### config.mk
export PLATFORM = sky130hd
export DESIGN_NAME = ps2_key_decoder
export DESIGN_NICKNAME = d
export VERILOG_FILES = /design/src/rtl/ps2_key_decoder.sv
export SDC_FILE = /design/constraint.sdc
export NUM_CORES = 1
export LEC_CHECK = 0
export CORE_UTILIZATION = 31
export DETAILED_ROUTE_END_ITERATION = 8
export PLACE_DENSITY = 0.54
export SYNTH_ARGS = -nofsm -noshare
export SYNTH_HDL_FRONTEND = slang
export SYNTH_SLANG_ARGS = --single-unit
### constraint.sdc
create_clock -name clk -period 1.55 [get_ports clk]
set_clock_uncertainty 0.05 [all_clocks]
set_input_delay 0.31 -clock clk [delete_from_list [all_inputs] [get_ports clk]]
set_output_delay 0.31 -clock clk [all_outputs]
set_load 0.02 [all_outputs]
### src/rtl/ps2_key_decoder.sv
// PS/2 scan-code set 2 decoder: tracks jump/left/right key state with last-pressed-wins
// direction arbitration and a prefix-sequence timeout. Define PS2_WASD_EN for W/A/D aliases.
module ps2_key_decoder #(
    parameter int unsigned CLK_FREQ   = 100_000_000,
    parameter int unsigned TIMEOUT_US = 2000,
    parameter logic [7:0]  SC_SPACE   = 8'h29,
    parameter logic [7:0]  SC_LEFT    = 8'h6B,
    parameter logic [7:0]  SC_RIGHT   = 8'h74
) (
    input  logic       clk,
    input  logic       rst,
    input  logic [7:0] rx_data,
    input  logic       rx_valid,
    output logic       key_space,
    output logic       key_left,
    output logic       key_right,
    output logic       seq_error
);

    localparam int unsigned TO_MAX = CLK_FREQ / 1_000_000 * TIMEOUT_US - 1;
    localparam int unsigned TO_W   = (TO_MAX > 0) ? $clog2(TO_MAX + 1) : 1;
    localparam logic [TO_W-1:0] TO_MAX_C = TO_W'(TO_MAX);

    localparam logic [7:0] B_EXT   = 8'hE0;
    localparam logic [7:0] B_BRK   = 8'hF0;
    localparam logic [7:0] B_PAUSE = 8'hE1;
`ifdef PS2_WASD_EN
    localparam logic [7:0] SC_A = 8'h1C;
    localparam logic [7:0] SC_D = 8'h23;
    localparam logic [7:0] SC_W = 8'h1D;
`endif

    typedef enum logic [2:0] {
        S_IDLE    = 3'd0,
        S_EXT     = 3'd1,
        S_BRK     = 3'd2,
        S_EXT_BRK = 3'd3,
        S_PAUSE   = 3'd4
    } state_t;

    typedef enum logic {
        DIR_LEFT  = 1'b0,
        DIR_RIGHT = 1'b1
    } dir_t;

    state_t          state_q, state_d;
    logic [TO_W-1:0] to_cnt_q, to_cnt_d;
    logic [2:0]      skip_q, skip_d;
    dir_t            dir_q, dir_d;
    logic            space_held_q, space_held_d;
    logic            left_held_q, left_held_d;
    logic            right_held_q, right_held_d;
`ifdef PS2_WASD_EN
    logic            a_held_q, a_held_d;
    logic            d_held_q, d_held_d;
    logic            w_held_q, w_held_d;
`endif
    logic            key_space_q, key_space_d;
    logic            key_left_q, key_left_d;
    logic            key_right_q, key_right_d;
    logic            seq_error_q, seq_error_d;

    logic            ev_make_s, ev_break_s, ev_ext_s;
    logic            hit_left_s, hit_right_s;
    logic            left_any_s, right_any_s;

    // Sequence FSM and prefix timeout; a byte always takes priority over the timeout
    always_comb begin
        state_d     = state_q;
        to_cnt_d    = '0;
        skip_d      = skip_q;
        seq_error_d = 1'b0;
        ev_make_s   = 1'b0;
        ev_break_s  = 1'b0;
        ev_ext_s    = 1'b0;
        if (rx_valid) begin
            case (state_q)
                S_IDLE: begin
                    if (rx_data == B_EXT) begin
                        state_d = S_EXT;
                    end else if (rx_data == B_BRK) begin
                        state_d = S_BRK;
                    end else if (rx_data == B_PAUSE) begin
                        state_d = S_PAUSE;
                        skip_d  = 3'd7;
                    end else begin
                        ev_make_s = 1'b1;
                    end
                end
                S_EXT: begin
                    if (rx_data == B_BRK) begin
                        state_d = S_EXT_BRK;
                    end else begin
                        ev_make_s = 1'b1;
                        ev_ext_s  = 1'b1;
                        state_d   = S_IDLE;
                    end
                end
                S_BRK: begin
                    ev_break_s = 1'b1;
                    state_d    = S_IDLE;
                end
                S_EXT_BRK: begin
                    ev_break_s = 1'b1;
                    ev_ext_s   = 1'b1;
                    state_d    = S_IDLE;
                end
                S_PAUSE: begin
                    skip_d = skip_q - 3'd1;
                    if (skip_q <= 3'd1) begin
                        state_d = S_IDLE;
                    end else begin
                        state_d = S_PAUSE;
                    end
                end
                default: state_d = S_IDLE;
            endcase
        end else if (state_q != S_IDLE) begin
            if (to_cnt_q == TO_MAX_C) begin
                state_d     = S_IDLE;
                seq_error_d = 1'b1;
            end else begin
                to_cnt_d = to_cnt_q + TO_W'(1);
            end
        end else begin
            to_cnt_d = '0;
        end
    end

    // Held flags, direction arbitration and next output values
    always_comb begin
        space_held_d = space_held_q;
        left_held_d  = left_held_q;
        right_held_d = right_held_q;
`ifdef PS2_WASD_EN
        a_held_d     = a_held_q;
        d_held_d     = d_held_q;
        w_held_d     = w_held_q;
`endif
        hit_left_s   = ev_ext_s && (rx_data == SC_LEFT);
        hit_right_s  = ev_ext_s && (rx_data == SC_RIGHT);
        if (ev_make_s || ev_break_s) begin
            if (!ev_ext_s && rx_data == SC_SPACE) space_held_d = ev_make_s;
            else                                  space_held_d = space_held_d;
            if (hit_left_s)  left_held_d  = ev_make_s;
            else             left_held_d  = left_held_d;
            if (hit_right_s) right_held_d = ev_make_s;
            else             right_held_d = right_held_d;
`ifdef PS2_WASD_EN
            if (!ev_ext_s && rx_data == SC_A) begin
                a_held_d   = ev_make_s;
                hit_left_s = 1'b1;
            end else begin
                a_held_d   = a_held_d;
            end
            if (!ev_ext_s && rx_data == SC_D) begin
                d_held_d    = ev_make_s;
                hit_right_s = 1'b1;
            end else begin
                d_held_d    = d_held_d;
            end
            if (!ev_ext_s && rx_data == SC_W) w_held_d = ev_make_s;
            else                              w_held_d = w_held_d;
`endif
        end else begin
            space_held_d = space_held_q;
        end

`ifdef PS2_WASD_EN
        left_any_s  = left_held_d | a_held_d;
        right_any_s = right_held_d | d_held_d;
        key_space_d = space_held_d | w_held_d;
`else
        left_any_s  = left_held_d;
        right_any_s = right_held_d;
        key_space_d = space_held_d;
`endif

        // Releasing one direction hands control to the other only if it is fully released
        dir_d = dir_q;
        if (ev_make_s && hit_left_s) begin
            dir_d = DIR_LEFT;
        end else if (ev_make_s && hit_right_s) begin
            dir_d = DIR_RIGHT;
        end else if (ev_break_s && hit_left_s && !left_any_s && right_any_s) begin
            dir_d = DIR_RIGHT;
        end else if (ev_break_s && hit_right_s && !right_any_s && left_any_s) begin
            dir_d = DIR_LEFT;
        end else begin
            dir_d = dir_q;
        end

        key_left_d  = left_any_s  & (~right_any_s | (dir_d == DIR_LEFT));
        key_right_d = right_any_s & (~left_any_s  | (dir_d == DIR_RIGHT));
    end

    // State and output registers with synchronous reset
    always_ff @(posedge clk) begin
        if (rst) begin
            state_q      <= S_IDLE;
            to_cnt_q     <= '0;
            skip_q       <= 3'd0;
            dir_q        <= DIR_LEFT;
            space_held_q <= 1'b0;
            left_held_q  <= 1'b0;
            right_held_q <= 1'b0;
`ifdef PS2_WASD_EN
            a_held_q     <= 1'b0;
            d_held_q     <= 1'b0;
            w_held_q     <= 1'b0;
`endif
            key_space_q  <= 1'b0;
            key_left_q   <= 1'b0;
            key_right_q  <= 1'b0;
            seq_error_q  <= 1'b0;
        end else begin
            state_q      <= state_d;
            to_cnt_q     <= to_cnt_d;
            skip_q       <= skip_d;
            dir_q        <= dir_d;
            space_held_q <= space_held_d;
            left_held_q  <= left_held_d;
            right_held_q <= right_held_d;
`ifdef PS2_WASD_EN
            a_held_q     <= a_held_d;
            d_held_q     <= d_held_d;
            w_held_q     <= w_held_d;
`endif
            key_space_q  <= key_space_d;
            key_left_q   <= key_left_d;
            key_right_q  <= key_right_d;
            seq_error_q  <= seq_error_d;
        end
    end

    assign key_space = key_space_q;
    assign key_left  = key_left_q;
    assign key_right = key_right_q;
    assign seq_error = seq_error_q;

endmodule

==> results of run 1 <==
==> registers in the layout (all words and copies together) (netlist names) <==
name,flops
skip_q,3
key_right,1
seq_error,1
key_space,1
key_left,1
to_cnt_q,18
dir_q,1
state_q,3
right_held_q,1
left_held_q,1
==> repair_timing <==
action | in CTS | in global routing
endpoints found under the setup margin | 20 | 29
setup buffers | 1 | 3
endpoints found under the hold margin | 0 | 0
pin swaps | 10 | 13
resized for setup | 42 | 26
==> path summary, 6_finish.rpt <==
check | start | endpoint | slack [ps] | cells past startpoint
max | state_q[2] | key_right | -10 | 5
min | to_cnt_q[0] | to_cnt_q[0] | 390 | 1
max reg2reg | state_q[2] | key_right | -10 | 5
min reg2reg | to_cnt_q[0] | to_cnt_q[0] | 390 | 1
==> where the power goes <==
group          switching, uW  internal (uW)  total, uW
sequential              1.88            796        798
clock                    275            347        622
combinational           52.7           64.2        117
==> placed cells by master, fill, tap and decap left out, drive strengths merged, types with 5 or more instances in the layout <==
| cell type | n |
|---|---|
| a21oi | 6 |
| nor2 | 27 |
| xor2 | 11 |
| dfxtp | 31 |
| nor3 | 5 |
| buf | 55 |
| nand3 | 6 |
| and3 | 7 |
| nand2 | 13 |
| xnor2 | 5 |
| clkbuf | 6 |
==> stage by stage <==
stage               total power, uW  hold WS (ps)  setup WS (ps)
floorplan                       855           339          -84.4
global placement                929           372           -609
detailed placement              930           386           -668
CTS                            1550           396          -35.6
global route                   1610           427          -69.7
finish                         1540           393          -11.7
==> cell type report <==
type | instances | area [um2] | share of cell area [%]
sequential | 31 | 631 | 27.3
timing repair buffer | 61 | 474 | 20.5
inverter | 4 | 15.0 | 0.650
multi-input combinational | 136 | 1020 | 44.1
clock inverter | 1 | 5.00 | 0.217
tap | 67 | 83.8 | 3.63
clock buffer | 6 | 82.6 | 3.58
==> cell families after synthesis <==
group,count (synthesis),synth area share [%]
flops,31,39.8
compound gates,23,11.5
buf+inv,9,2.33
fa+ha+maj,3,2.41
mux,1,0.643
simple gates,93,34.3
xor+xnor,16,9.00
==> per-layer routing <==
| layer | vias up | GRT usage (%) | routed length (um) |
|---|---|---|---|
| li1 | 761 | - | - |
| met1 | 665 | 20.6 | 1830 |
| met2 | 16 | 22.6 | 1590 |
| met3 | 4 | 4.14 | 88 |
| met4 | 0 | 5.23 | 34 |
| met5 | - | 0 | 0 |
==> worst max-delay path, cell delays in order (launching register included) <==
cell and delay (ps):
dfxtp_4 360, or3b_4 430, nor3_4 210, o21ai_2 70, a22oi_2 220, a211oi_2 100
==> results.rst, run 1 <==
.. list-table::
   :header-rows: 1

   * - Metric
     - Value
   * - Result of the run
     - complete, but fails checks
   * - Violations in the final reports
     - negative setup slack
   * - Ant diodes
     - 0
   * - Reg clk slew, reported paths
     - 60 ps
   * - Flip-flop and latch count after synthesis
     - 31
   * - Die W
     - 72.9 um
   * - Cell accounting for the most synthesized area
     - dfxtp_1
   * - Final setup violating endpoints
     - 3
   * - Final cell area excluding filler cells
     - 2310 um2
   * - Worst endpoint data arrival time
     - 1670 ps
   * - Max_slew headroom
     - 73.2%
   * - Num CTS Buffers
     - 5
   * - Cell types with the largest area share after synthesis
     - dfxtp_1, nor2_1, xor2_1
   * - TNS Setup
     - -26.5 ps
   * - Cell area after synthesis
     - 1560 um2
   * - Antenna-violating nets left
     - 0
   * - Via density per instance
     - 4.73
   * - Class of the most critical hold timing path
     - reg2reg
   * - Most common cell in the netlist
     - dfxtp_1
   * - Overall via count from detail_route
     - 1446
   * - Clock tree root buffer cell
     - clkbuf_8
   * - Share of final-layout standard cells stronger than drive strength 1
     - 38.5%
   * - List of most frequent post-synthesis cells
     - dfxtp_1, nor2_1, nand2_1
   * - Full die area
     - 5310 um2
   * - Crit path max fanout
     - 5
   * - Fmax
     - 0.640 GHz
   * - CTS hold repair buffers
     - 0
   * - Top cell type's share of synthesized area
     - 39.8%
   * - GRT Overall Usage
     - 15.0%
   * - Total number of yosys warnings
     - 0
   * - DRC errors left
     - 0
   * - Pin count of the biggest net entering global routing
     - 13
   * - Non-filler cells, final
     - 306
   * - Startpoint class of the critical path
     - register
   * - Nets@finish
     - 253
   * - Number of top-level pins
     - 15
   * - Clock Sinks
     - 31
   * - Cell count after placement
     - 295
   * - CTS H-Tree Depth
     - 2
   * - Final period demand of the worst path
     - 1560 ps
   * - Number of distinct library cells after synthesis
     - 48
   * - Buffers from clock root to sink, at most
     - 2
   * - Fill cell total of the finished layout
     - 466
   * - Overall die height
     - 72.9 um
   * - Dpl hpwl
     - 2620 um
   * - Power density over cell area
     - 665 nW/um2
   * - Number of global-route vias before repair
     - 1428
   * - Total Wirelength
     - 3540 um
   * - WP data required
     - 1650 ps
   * - Most common flop cell mapped by yosys
     - dfxtp_1
   * - Final Worst Setup Slack
     - -11.7 ps
   * - Number of rows in the core area
     - 25
   * - Gate Count Post-Synth
     - 176
   * - Placed instance area
     - 2090 um2
   * - Effective utilization at floorplan
     - 32.5%
   * - Avg Cell Area, Syn
     - 8.85 um2
   * - Synth-to-layout area growth
     - 48.3%
   * - Clock latency at the later pin of the worst-skew pair
     - 270 ps
   * - Slew at the pin closest to its max-slew limit
     - 396 ps
   * - Final-report hold violation count
     - 0
   * - Number of enable-type register cells in the synthesized netlist
     - 0
   * - Number of antenna violations at the first check in global routing
     - 0
   * - Last weighted congestion value of the routability-driven placer
     - 0.798
   * - TritonCTS clock tree
     - yes
   * - Type of the setup path with the least slack
     - reg2reg
   * - Standby leakage power
     - 0.000966 uW
   * - Register area share after synthesis
     - 39.8%
   * - Share of the core filled with cells in the final layout
     - 48.3%
   * - Detailed router's first-iteration violation count
     - 51
   * - First-pass GRT wire length
     - 6150 um
   * - Unrepaired setup endpoints after global routing
     - true
   * - Net count of the mapped netlist
     - 190
   * - Average routed wire per standard cell
     - 11.6 um
   * - Max-slew violation count
     - 0
   * - Count of buffers from port buffering
     - 14
   * - Portion of the clock cycle consumed by the worst path in the final layout
     - 101%
   * - Core Area
     - 4790 um2
   * - Detailed Routing Iterations Pass 1
     - 4
   * - Reported max-cap violation count
     - 0
   * - Async S/R FF share, synth
     - 0%
   * - Grt total ovfl
     - 0
   * - Type of destination of the critical path
     - register
   * - Maximum resistive drop on vdd
     - 0.459 mV
Note: power is estimated with default switching activity, not from simulation.
==> inputs of run 2 (changes only) <==
--- a/config.mk
+++ b/config.mk
@@ -8,6 +8,8 @@
 export CORE_UTILIZATION = 31
 export DETAILED_ROUTE_END_ITERATION = 8
 export PLACE_DENSITY = 0.54
+export REMOVE_ABC_BUFFERS = 1
+export SKIP_LAST_GASP = 1
 export SYNTH_ARGS = -nofsm -noshare
 export SYNTH_HDL_FRONTEND = slang
 export SYNTH_SLANG_ARGS = --single-unit
==> run 2 against run 1 <==
The run still ends with negative setup slack left. Sequential share of layout area decreased by 1.6 points. Clock-buffer cell count unchanged. Critical path depth increased by 1. Global-route usage increased by 0.58 points. Non-clock buffer count increased by 6. Setup slack got worse by 15 ps. Core utilization increased by 2.7 points. Final cell count increased by 2.3%. Die area unchanged. Clock power increased by 2%. First-iteration DRC count increased by 39%. Flip-flop and latch count unchanged.
==> results.rst, run 2 (synthesized netlist as in run 1, its figures left out) <==
.. list-table::
   :header-rows: 1

   * - Metric
     - Value
   * - Slew at the pin closest to its max-slew limit
     - 421 ps
   * - Via density per instance
     - 4.79
   * - Buffers from clock root to sink, at most
     - 2
   * - Clock tree root buffer cell
     - clkbuf_8
   * - Total length of routed met3 wires
     - 77 um
   * - Max_slew headroom
     - 71.6%
   * - Crit path max fanout
     - 8
   * - Fmax
     - 0.634 GHz
   * - WP data required
     - 1700 ps
   * - Effective utilization at floorplan
     - 32.5%
   * - Result of the run
     - complete, but fails checks
   * - CTS H-Tree Depth
     - 2
   * - Reg clk slew, reported paths
     - 70 ps
   * - First-pass GRT wire length
     - 6290 um
   * - Commonest cells after routing, fill and taps aside
     - buf_4, nor2_1, dfxtp_1
   * - Detailed Routing Iterations Pass 1
     - 4
   * - Pin count of the biggest net entering global routing
     - 13
   * - GRT Overall Usage
     - 15.6%
   * - Largest registers in the final layout
     - to_cnt_q: 18 flops, skip_q: 3 flops, state_q: 3 flops
   * - Most common cell after layout, fill and taps aside
     - buf_4
   * - Final period demand of the worst path
     - 1580 ps
   * - Average routed wire per standard cell
     - 12.2 um
   * - Count of buffers from port buffering
     - 14
   * - Final-report hold violation count
     - 0
   * - Cell class contributing the biggest share of worst-path delay
     - compound AO/OA/AOI/OAI gates
   * - Total met2 wirelength after detailed routing
     - 1680 um
   * - Num CTS Buffers
     - 5
   * - Type of destination of the critical path
     - register
   * - Max-slew violation count
     - 0
   * - Antenna-violating nets left
     - 0
   * - Overall via count from detail_route
     - 1498
   * - Reg with most FFs
     - to_cnt_q
   * - Reported max-cap violation count
     - 0
   * - Synth-to-layout area growth
     - 56.5%
   * - Final Worst Setup Slack
     - -27.1 ps
   * - Clock latency at the later pin of the worst-skew pair
     - 290 ps
   * - Full die area
     - 5310 um2
   * - Critical-path cell with the highest stage delay
     - dfxtp_2
   * - Power consumption
     - 1570 uW
   * - DRC errors left
     - 0
   * - Nets@finish
     - 259
   * - Type of the setup path with the least slack
     - reg2reg
   * - TritonCTS clock tree
     - yes
   * - Worst endpoint data arrival time
     - 1730 ps
   * - Share of final-layout standard cells stronger than drive strength 1
     - 43.9%
   * - Path depth of the worst reg2reg path
     - 6
   * - Highest routed layer
     - met4
   * - Number of top-level pins
     - 15
   * - Crit path largest cell delay
     - 330 ps
   * - Power density over cell area
     - 644 nW/um2
   * - Startpoint class of the critical path
     - register
   * - CTS hold repair buffers
     - 0
   * - DRT met1 WL
     - 1970 um
   * - Number of antenna violations at the first check in global routing
     - 0
   * - Critical-path cell list
     - buf_6 -> nand3b_1 -> a31oi_4 -> a31o_2 -> nand2_1 -> a211oi_2
   * - Instance count on the critical path
     - 6
   * - Max reg flops
     - 18
   * - Total Wirelength
     - 3800 um
   * - Number of global-route vias before repair
     - 1371
   * - Portion of the clock cycle consumed by the worst path in the final layout
     - 102%
   * - Ant diodes
     - 0
   * - Overall die height
     - 72.9 um
   * - Class of the most critical hold timing path
     - reg2reg
   * - Standby leakage power
     - 0.000978 uW
   * - Worst Hold Margin
     - 391 ps
   * - Violations in the final reports
     - negative setup slack
   * - Combined buffer and inverter count along the critical path
     - 1
   * - Clock Sinks
     - 31
   * - Grt total ovfl
     - 0
   * - Detailed router's first-iteration violation count
     - 71
   * - Min-Delay Path Depth
     - 1
   * - Number of rows in the core area
     - 25
   * - Last weighted congestion value of the routability-driven placer
     - 0.787
   * - Dpl hpwl
     - 2550 um
   * - Final setup violating endpoints
     - 2
   * - Core Area
     - 4790 um2
   * - Maximum resistive drop on vdd
     - 0.350 mV
   * - Die W
     - 72.9 um
   * - Unrepaired setup endpoints after global routing
     - true
-- run 2: final timing paths --
check	start	slack, ps	to
worst min register to register	to_cnt_q[0]	390	to_cnt_q[0]
worst max register to register	state_q[2]	-30	key_right
worst max-delay path	state_q[2]	-30	key_right
worst min-delay path	to_cnt_q[0]	390	to_cnt_q[0]
-- run 2: stage by stage --
stage | worst slack, ps | instance area (um2) | util [%] | TNS (ps) | cells
2_1_floorplan | -105 | 1540 | - | -1170 | 171
3_3_place_gp | -609 | 2080 | 43.4 | -8340 | 294
3_5_place_dp | -634 | 2080 | 43.4 | -9150 | 294
4_1_cts | -1.61 | 2290 | 47.8 | -3.18 | 307
5_1_grt | -105 | 2440 | 51.0 | -382 | 313
6_report | -27.1 | 2440 | 51.0 | -50.1 | 313
-- run 2: layout make-up --
type,instances,area (um2)
inverters,4,15.0
well taps,67,83.8
clock buffers,6,72.6
multi-input cells,136,1100
flip-flops and latches,31,626
repair buffers,67,529
clock inverters,2,12.5
fillers,429,2350
-- run 2: timing repair --
action	CTS	global route
gates resized for setup	62	26
pin swaps	15	10
setup buffers	4	7
gates cloned	1	0
setup endpoints to repair	33	29
-- run 2: where the power goes --
group | leakage, uW | switching (uW) | internal [uW]
Sequential | 0.000252 | 1.45 | 798
Clock | 0.0000412 | 321 | 313
Combinational | 0.000685 | 62.9 | 72.9
-- run 2: layer usage --
| layer | GRT usage (%) | up-vias |
|---|---|---|
| li1 | - | 775 |
| met1 | 21.7 | 704 |
| met2 | 22.6 | 12 |
| met3 | 4.14 | 7 |
| met4 | 6.54 | 0 |
| met5 | 0 | - |
==> inputs of run 3 (changes only) <==
--- a/config.mk
+++ b/config.mk
@@ -6,6 +6,7 @@
 export NUM_CORES = 1
 export LEC_CHECK = 0
 export CORE_UTILIZATION = 31
+export CTS_CLUSTER_SIZE = 8
 export DETAILED_ROUTE_END_ITERATION = 8
 export PLACE_DENSITY = 0.54
 export REMOVE_ABC_BUFFERS = 1
==> results of run 3 <==
Same layout as run 2: the final DEF is identical, and so are final timing and power.
